--- src/rtl/udp2fifoc_pkg.sv ---
// udp2fifoc_pkg: shared ethernet command constants and state encodings
package udp2fifoc_pkg;
    localparam int ETH_MIN_LEN = 12;
    localparam int ETH_MAX_LEN = 32;
    localparam logic [15:0] ETH_CMD_HDR = 16'h55AA;
    typedef enum logic [7:0] {
        IDLE = 8'h00,
        RECV = 8'h01,
        DROP = 8'h02,
        CLR  = 8'h03,
        CHKL = 8'h04,
        SEND = 8'h05,
        DONE = 8'h06
    } state_t;
endpackage

--- src/rtl/udp2fifoc.sv ---
// udp2fifoc: moves UDP payload bytes into the command FIFO and hands length-checked frames to the parser
module udp2fifoc
    import udp2fifoc_pkg::*;
#(
    parameter int MIN_LEN = ETH_MIN_LEN,
    parameter int MAX_LEN = ETH_MAX_LEN
) (
    input  logic        clk,
    input  logic        rst,
    input  logic        udp_rxdv,
    input  logic [7:0]  udp_rxd,
    input  logic        udp_rxlast,
    output logic        fifoc_txen,
    output logic [7:0]  fifoc_txd,
    input  logic        fifoc_full,
    output logic        fifoc_clr,
    output logic        fs,
    input  logic        fd,
    output logic [11:0] data_len,
    output logic [7:0]  drop_cnt
);
    localparam logic [11:0] MIN_L = 12'(MIN_LEN);
    localparam logic [11:0] MAX_L = 12'(MAX_LEN);

    state_t      state, state_nx;
    logic [11:0] cnt, cnt_nx;
    logic        in_pkt, wr, drop_inc;
    logic        byte_last;

    assign byte_last  = udp_rxdv && udp_rxlast;
    assign fifoc_txen = wr && !rst;
    assign fifoc_txd  = fifoc_txen ? udp_rxd : 8'h00;
    assign fifoc_clr  = state == CLR;

    // next state, zero-latency FIFO write and drop accounting
    always_comb begin
        state_nx = state;
        cnt_nx   = cnt;
        wr       = 1'b0;
        drop_inc = 1'b0;
        case (state)
            IDLE: if (udp_rxdv && !in_pkt) begin
                wr       = 1'b1;
                cnt_nx   = 12'd1;
                state_nx = udp_rxlast ? CHKL : RECV;
            end
            RECV: if (udp_rxdv) begin
                if (cnt < MAX_L && !fifoc_full) begin
                    wr       = 1'b1;
                    cnt_nx   = cnt + 12'd1;
                    state_nx = udp_rxlast ? CHKL : RECV;
                end else begin
                    state_nx = udp_rxlast ? CLR : DROP;
                end
            end
            DROP: state_nx = byte_last ? CLR : DROP;
            CLR: begin
                drop_inc = 1'b1;
                state_nx = IDLE;
            end
            CHKL: state_nx = cnt < MIN_L ? CLR : SEND;
            SEND: begin
                drop_inc = byte_last;
                state_nx = fd ? DONE : SEND;
            end
            DONE: begin
                drop_inc = byte_last;
                state_nx = fd ? DONE : IDLE;
            end
            default: state_nx = IDLE;
        endcase
    end

    // state, counters, frame length latch and registered frame-start
    always_ff @(posedge clk or posedge rst) begin
        if (rst) begin
            state    <= IDLE;
            cnt      <= '0;
            data_len <= '0;
            drop_cnt <= '0;
            fs       <= 1'b0;
            in_pkt   <= 1'b0;
        end else begin
            state <= state_nx;
            cnt   <= cnt_nx;
            fs    <= state_nx == SEND;
            if (state == CHKL && cnt >= MIN_L)
                data_len <= cnt;
            if (drop_inc)
                drop_cnt <= drop_cnt + 8'd1;
            if (udp_rxdv)
                in_pkt <= !udp_rxlast;
        end
    end
endmodule

--- config.mk ---
export PLATFORM = sky130hd
export DESIGN_NAME = udp2fifoc
export DESIGN_NICKNAME = d
export VERILOG_FILES = /design/src/rtl/udp2fifoc_pkg.sv /design/src/rtl/udp2fifoc.sv
export SDC_FILE = /design/constraint.sdc
export NUM_CORES = 1
export LEC_CHECK = 0
export CORE_UTILIZATION = 38
export DETAILED_ROUTE_END_ITERATION = 8
export DONT_BUFFER_PORTS = 1
export GPL_TIMING_DRIVEN = 0
export SLEW_MARGIN = 5
export SYNTH_ARGS = -nofsm -noshare
export SYNTH_HDL_FRONTEND = slang
export SYNTH_SLANG_ARGS = --single-unit
--- constraint.sdc ---
create_clock -name clk -period 2.4 [get_ports clk]
set_input_delay 0.48 -clock clk [delete_from_list [all_inputs] [get_ports clk]]
set_output_delay 0.48 -clock clk [all_outputs]
set_load 0.05 [all_outputs]
# Word level (Yosys, flattened, before mapping)

Cells that the tools add are included.

Flip-flop bits (word level): 42
Output and inout port bits: 31

Add/subtract/negate cells: 2
Magnitude comparators: 3
Equality and inequality tests: 10
Multiplexer cells: 20
Reduce and logical (&&, ||, !) cells: 13

Operators with widths:

| cell                                                 | number |
|---|---|
| case mux 8 bit (6 select lines)                      | 1 |
| 2-to-1 mux 12 bit                                    | 3 |
| == test 8 x 3 -> 1 bit, second input constant        | 4 |
| 2-to-1 mux 8 bit                                     | 3 |
| case mux 12 bit (2 select lines)                     | 1 |
| == test 8 x 2 -> 1 bit, second input constant        | 2 |
| adder 12 x 1 -> 12 bit, second input constant        | 1 |
| >= comparator 12 x 4 -> 1 bit, second input constant | 1 |
| < comparator 12 x 4 -> 1 bit, second input constant  | 1 |
| < comparator 12 x 6 -> 1 bit, second input constant  | 1 |
| 2-to-1 mux 3 bit                                     | 4 |
| adder 8 x 1 -> 8 bit, second input constant          | 1 |
| == test 8 x 1 -> 1 bit, second input constant        | 1 |
| logical NOT 8 bit                                    | 1 |
| inequality test 2 bit, second input constant         | 3 |
| logical AND 1 bit                                    | 5 |
| 2-to-1 mux 1 bit                                     | 5 |
| logical NOT 1 bit                                    | 4 |
| case mux 1 bit (2 select lines)                      | 2 |
| AND reduction 4 bit                                  | 1 |
| 2-to-1 mux 2 bit                                     | 1 |
| nonzero test 2 bit                                   | 1 |
| OR reduction 2 bit                                   | 1 |

# Depth between registers and ports, before layout

Depth in word-level cells: 7
Depth in mapped cells: 8
Mapped depth without buffers: 8

# Worst setup path after synthesis

Ideal clock, no wire load.

Path type: input -> output
Start point: input port udp_rxdv
End point: output port fifoc_txd[0]
Arrival time: 2.241 ns
Data required time: 1.920 ns
Setup slack: -0.321 ns
Cell stages on the path: 6
Path buffers: 2
Cells stage by stage: buf_4 > or4b_4 > nor4b_4 > a21oi_2 > buf_6 > nor3b_2

Word-level cells in the longest chain between the ends: 5
Elaborated cells on any way between the ends: 6
Classes of those cells: 4 x mux; 2 x reduce/logical

Ends and longest elaborated chain:

| element                             | RTL line        | RTL |
|---|---|---|
| start, declared                     | udp2fifoc.sv:10 | `input logic udp_rxdv,` |
| logical AND 1 bit                   | udp2fifoc.sv:42 | `IDLE: if (udp_rxdv && !in_pkt) begin` |
| 2-to-1 mux 1 bit                    | udp2fifoc.sv:42 |  |
| case mux 1 bit (2 select lines) (*) | udp2fifoc.sv:41 | `case (state)` |
| logical AND 1 bit (*)               | udp2fifoc.sv:31 | `assign fifoc_txen = wr && !rst;` |
| 2-to-1 mux 8 bit (*)                | udp2fifoc.sv:32 | `assign fifoc_txd = fifoc_txen ? udp_rxd : 8'h00;` |
| end, declared                       | udp2fifoc.sv:14 | `output logic [7:0] fifoc_txd,` |

Every way passes the cells marked *; elsewhere a longest branch is shown, timed or not.

# Worst setup path after layout

Start point: register state[1]
End point: output port fifoc_txd[6]

Word-level cells in the longest chain between the ends: 4
Elaborated cells on any way between the ends: 5
Classes of those cells: 1 x eq/ne; 2 x mux; 2 x reduce/logical

Ends and longest elaborated chain:

| element                                                            | RTL line        | RTL |
|---|---|---|
| start, declared                                                    | udp2fifoc.sv:25 | `state_t state, state_nx;` |
| start signal, assigned                                             | udp2fifoc.sv:84 | `state <= state_nx;` |
| == test 8 x 1 -> 1 bit / logical NOT 8 bit (equally long branches) | udp2fifoc.sv:41 |  |
| case mux 1 bit (2 select lines) (*)                                | udp2fifoc.sv:41 |  |
| logical AND 1 bit (*)                                              | udp2fifoc.sv:31 |  |
| 2-to-1 mux 8 bit (*)                                               | udp2fifoc.sv:32 |  |

Marked as above.

==> results.json <==
{
  "status": "complete, but fails checks",
  "failed_checks": "negative setup slack",
  "report.final.slew_viol_count": 0,
  "grt_pass1_wl_mm": 7.189,
  "synth_edf_count": 0,
  "hold_path_class": "in -> reg",
  "regArea_um2": 1054,
  "powerDensity_nw_per_um2": 549.4,
  "hold_buffers": 0,
  "setup_tns_ns": -2.692,
  "worst_setup_path_start_kind": "flip-flop",
  "postSynthAreaPerCell_um2": 12.32,
  "clock_latency_ns": 0.29,
  "finalPower_w": 0.001367,
  "synth_cells": 173,
  "setup_ws_ns": -0.3156,
  "dr.pass1.iters": 4,
  "root_buffer": "clkbuf_8",
  "p_leak_nw": 1.204,
  "area_growth_pct": 16.67,
  "clockBufferDepth": 2,
  "crit_path_end_kind": "output port",
  "grt_pass1_vias": 1442,
  "skew_ns": 0.005411,
  "drt-vias-per-instance": 5.342,
  "required_ns": 1.92,
  "whs_ns": 0.2751,
  "p_seq_share_pct": 53.2,
  "port_buffers": 0,
  "ios": 45,
  "internal_power_w": 0.001076,
  "drcViolationCount": 0,
  "cts.clk_slew.worst_paths_ns": 0.08,
  "track_usage_pct": 15.35,
  "yosysWarnings": 0,
  "tightest_slew_ns": 1.072,
  "initial_core_util_pct": 40.46,
  "grt_antenna_before_repair": 0,
  "worstPathArrival_ns": 2.24,
  "gp_congestion": 0.8015,
  "nets": 211,
  "layout.cells.most_common": "dfrtp_1",
  "route.final.wire_length_mm": 4.230,
  "clock.fmax_mhz": 368.2,
  "rows": 26,
  "synth.yosys.seq_area_share_pct": 49.30,
  "combPwrFrac_pct": 5.0,
  "fin_crit_ns": 2.716,
  "drive_gt1_share_pct": 29.02,
  "n_fill_cell": 493,
  "synth_flop_cell": "dfrtp_1",
  "num_vias": 1405,
  "criticalPathCategory": "reg -> out",
  "rsz0062_at_grt": "yes",
  "p_sw_w": 0.0002903,
  "grt_start_max_net_pins": 43,
  "antenna_cells": 0,
  "cts_tree": "built",
  "ys_types": 49,
  "hold_viol": 0,
  "dieArea_um2": 5914,
  "hpwl_mm": 2.906,
  "syn-cell-area_um2": 2132,
  "cap_violations": 0,
  "multi_input_area_um2": 1085,
  "synth_seq_cells": 42,
  "cts.htree.levels": 2,
  "antenna_left": 0,
  "grt-ovfl-total": 0,
  "switching_share_pct": 21.24,
  "die_h_um": 76.91,
  "wl_per_cell_um": 16.08,
  "numClockSinks": 42,
  "drt_iter0_drc": 60,
  "layout_common_cells": "40 x dfrtp_1, 10 x nand3_1, 9 x nor2b_1, 9 x mux2_4",
  "clkPwrFrac_pct": 41.8,
  "slew_headroom_pct": 28.54,
  "irDropWorstVdd_mv": 0.3432,
  "period_share_pct": 113.2,
  "cp_max_fo": 5,
  "core_um2": 5270,
  "setup_viol": 10,
  "synthArstFlopShare_pct": 100.0,
  "cts_made_buffers": 5,
  "die_x_um": 76.91
}
## logic make-up after synthesis
family | after synthesis | synth area share, %
flops | 42 | 49.30
buf+inv | 13 | 3.287
other cells | 1 | 0.1759
simple gates | 69 | 25.35
compound gates | 23 | 7.865
mux | 13 | 8.392
xor+xnor | 8 | 3.287
fa+ha+maj | 4 | 2.348
## flip-flops by register name, summed over array words and instances, names as in the netlist
name,flops
drop_cnt,8
state,8
data_len,12
fs,1
cnt,12
in_pkt,1
## worst max-delay path: stages, from the launching register on
cell     delay, ns
dfrtp_2       0.41
or4b_4        0.52
nor4b_4       0.26
a21oi_2       0.09
buf_6         0.16
nor3b_4       0.51
## per-stage QoR
| stage | instance area, um^2 | std cells | utilization [%] | setup slack (ns) |
|---|---|---|---|---|
| 2_1_floorplan | 2207 | 177 | - | -0.1106 |
| 3_3_place_gp | 2295 | 247 | 43.54 | -0.1705 |
| 3_5_place_dp | 2295 | 247 | 43.54 | -0.1777 |
| 5_1_grt | 2487 | 263 | 47.20 | -0.3963 |
| 4_1_cts | 2472 | 261 | 46.91 | -0.3598 |
| 6_report | 2487 | 263 | 47.20 | -0.3156 |
## routing by layer
metal	vias up	wire (um)	track usage [%]
met4	0	21	4.038
met5	-	0	0
met2	33	2075	25.00
met3	2	188	3.810
li1	663	-	-
met1	707	1945	20.20
## path summary, 6_finish.rpt
check	from	endpoint	slack, ns	cells past startpoint
max	state[1]	fifoc_txd[6]	-0.32	5
min in group asynchronous	rst	data_len[1]	0.88	2
max in group asynchronous	rst	state[2]	0.91	2
max reg2reg	cnt[11]	fs	0.29	8
min	udp_rxlast	in_pkt	0.28	1
min reg2reg	cnt[7]	cnt[7]	0.54	1
## synthesized netlist by cell type (2+ instances only)
library cell	number	area share (%)
nand2_1	3	0.53
and4_1	2	0.82
xnor2_1	8	3.3
nand3b_1	2	0.70
ha_1	4	2.3
clkbuf_1	2	0.35
nor2_1	6	1.1
dfrtp_1	42	49
buf_2	2	0.47
nor2b_1	9	2.6
mux2_2	3	1.6
a21oi_2	2	0.82
nand3_1	10	2.3
and3_1	4	1.2
nand2b_1	2	0.59
inv_1	5	0.88
nor3_1	2	0.47
o211a_1	2	0.94
or4_1	3	1.1
o31ai_1	4	1.4
nor3b_2	9	5.3
buf_6	2	1.1
nand4_1	4	1.2
nor3b_1	2	0.70
mux2_4	9	6.3
a21oi_1	6	1.4
and4b_1	2	0.94
## what timing repair did
item / in CTS / in global routing
endpoints found under the hold margin: 0 / 0
setup endpoints to repair: 10 / 10
cloned: 1 / 0
pin swaps: 3 / 1
gates resized for setup: 6 / 0
buffers inserted: 6 / 2
## power groups by stage
| stage | Sequential [W] | Combinational (W) | Clock [W] |
|---|---|---|---|
| floorplan | 0.000739 | 0.0000526 | 0 |
| global placement | 0.000742 | 0.0000607 | 0 |
| detailed placement | 0.000742 | 0.0000633 | 0 |
| CTS | 0.000727 | 0.0000688 | 0.000581 |
| global route | 0.000729 | 0.0000773 | 0.000610 |
| finish | 0.000727 | 0.0000687 | 0.000571 |
## area by class of cell
type                       instances  share of cell area [%]
multi-input combinational        122                   43.61
tap                               70                   3.521
sequential                        42                   42.35
clock inverter                     1                   1.207
inverter                           6                  0.9054
buffer                             7                   2.213
clock buffer                       6                   3.320
timing repair buffer               9                   2.867
Power figures use the tool's default switching activity.
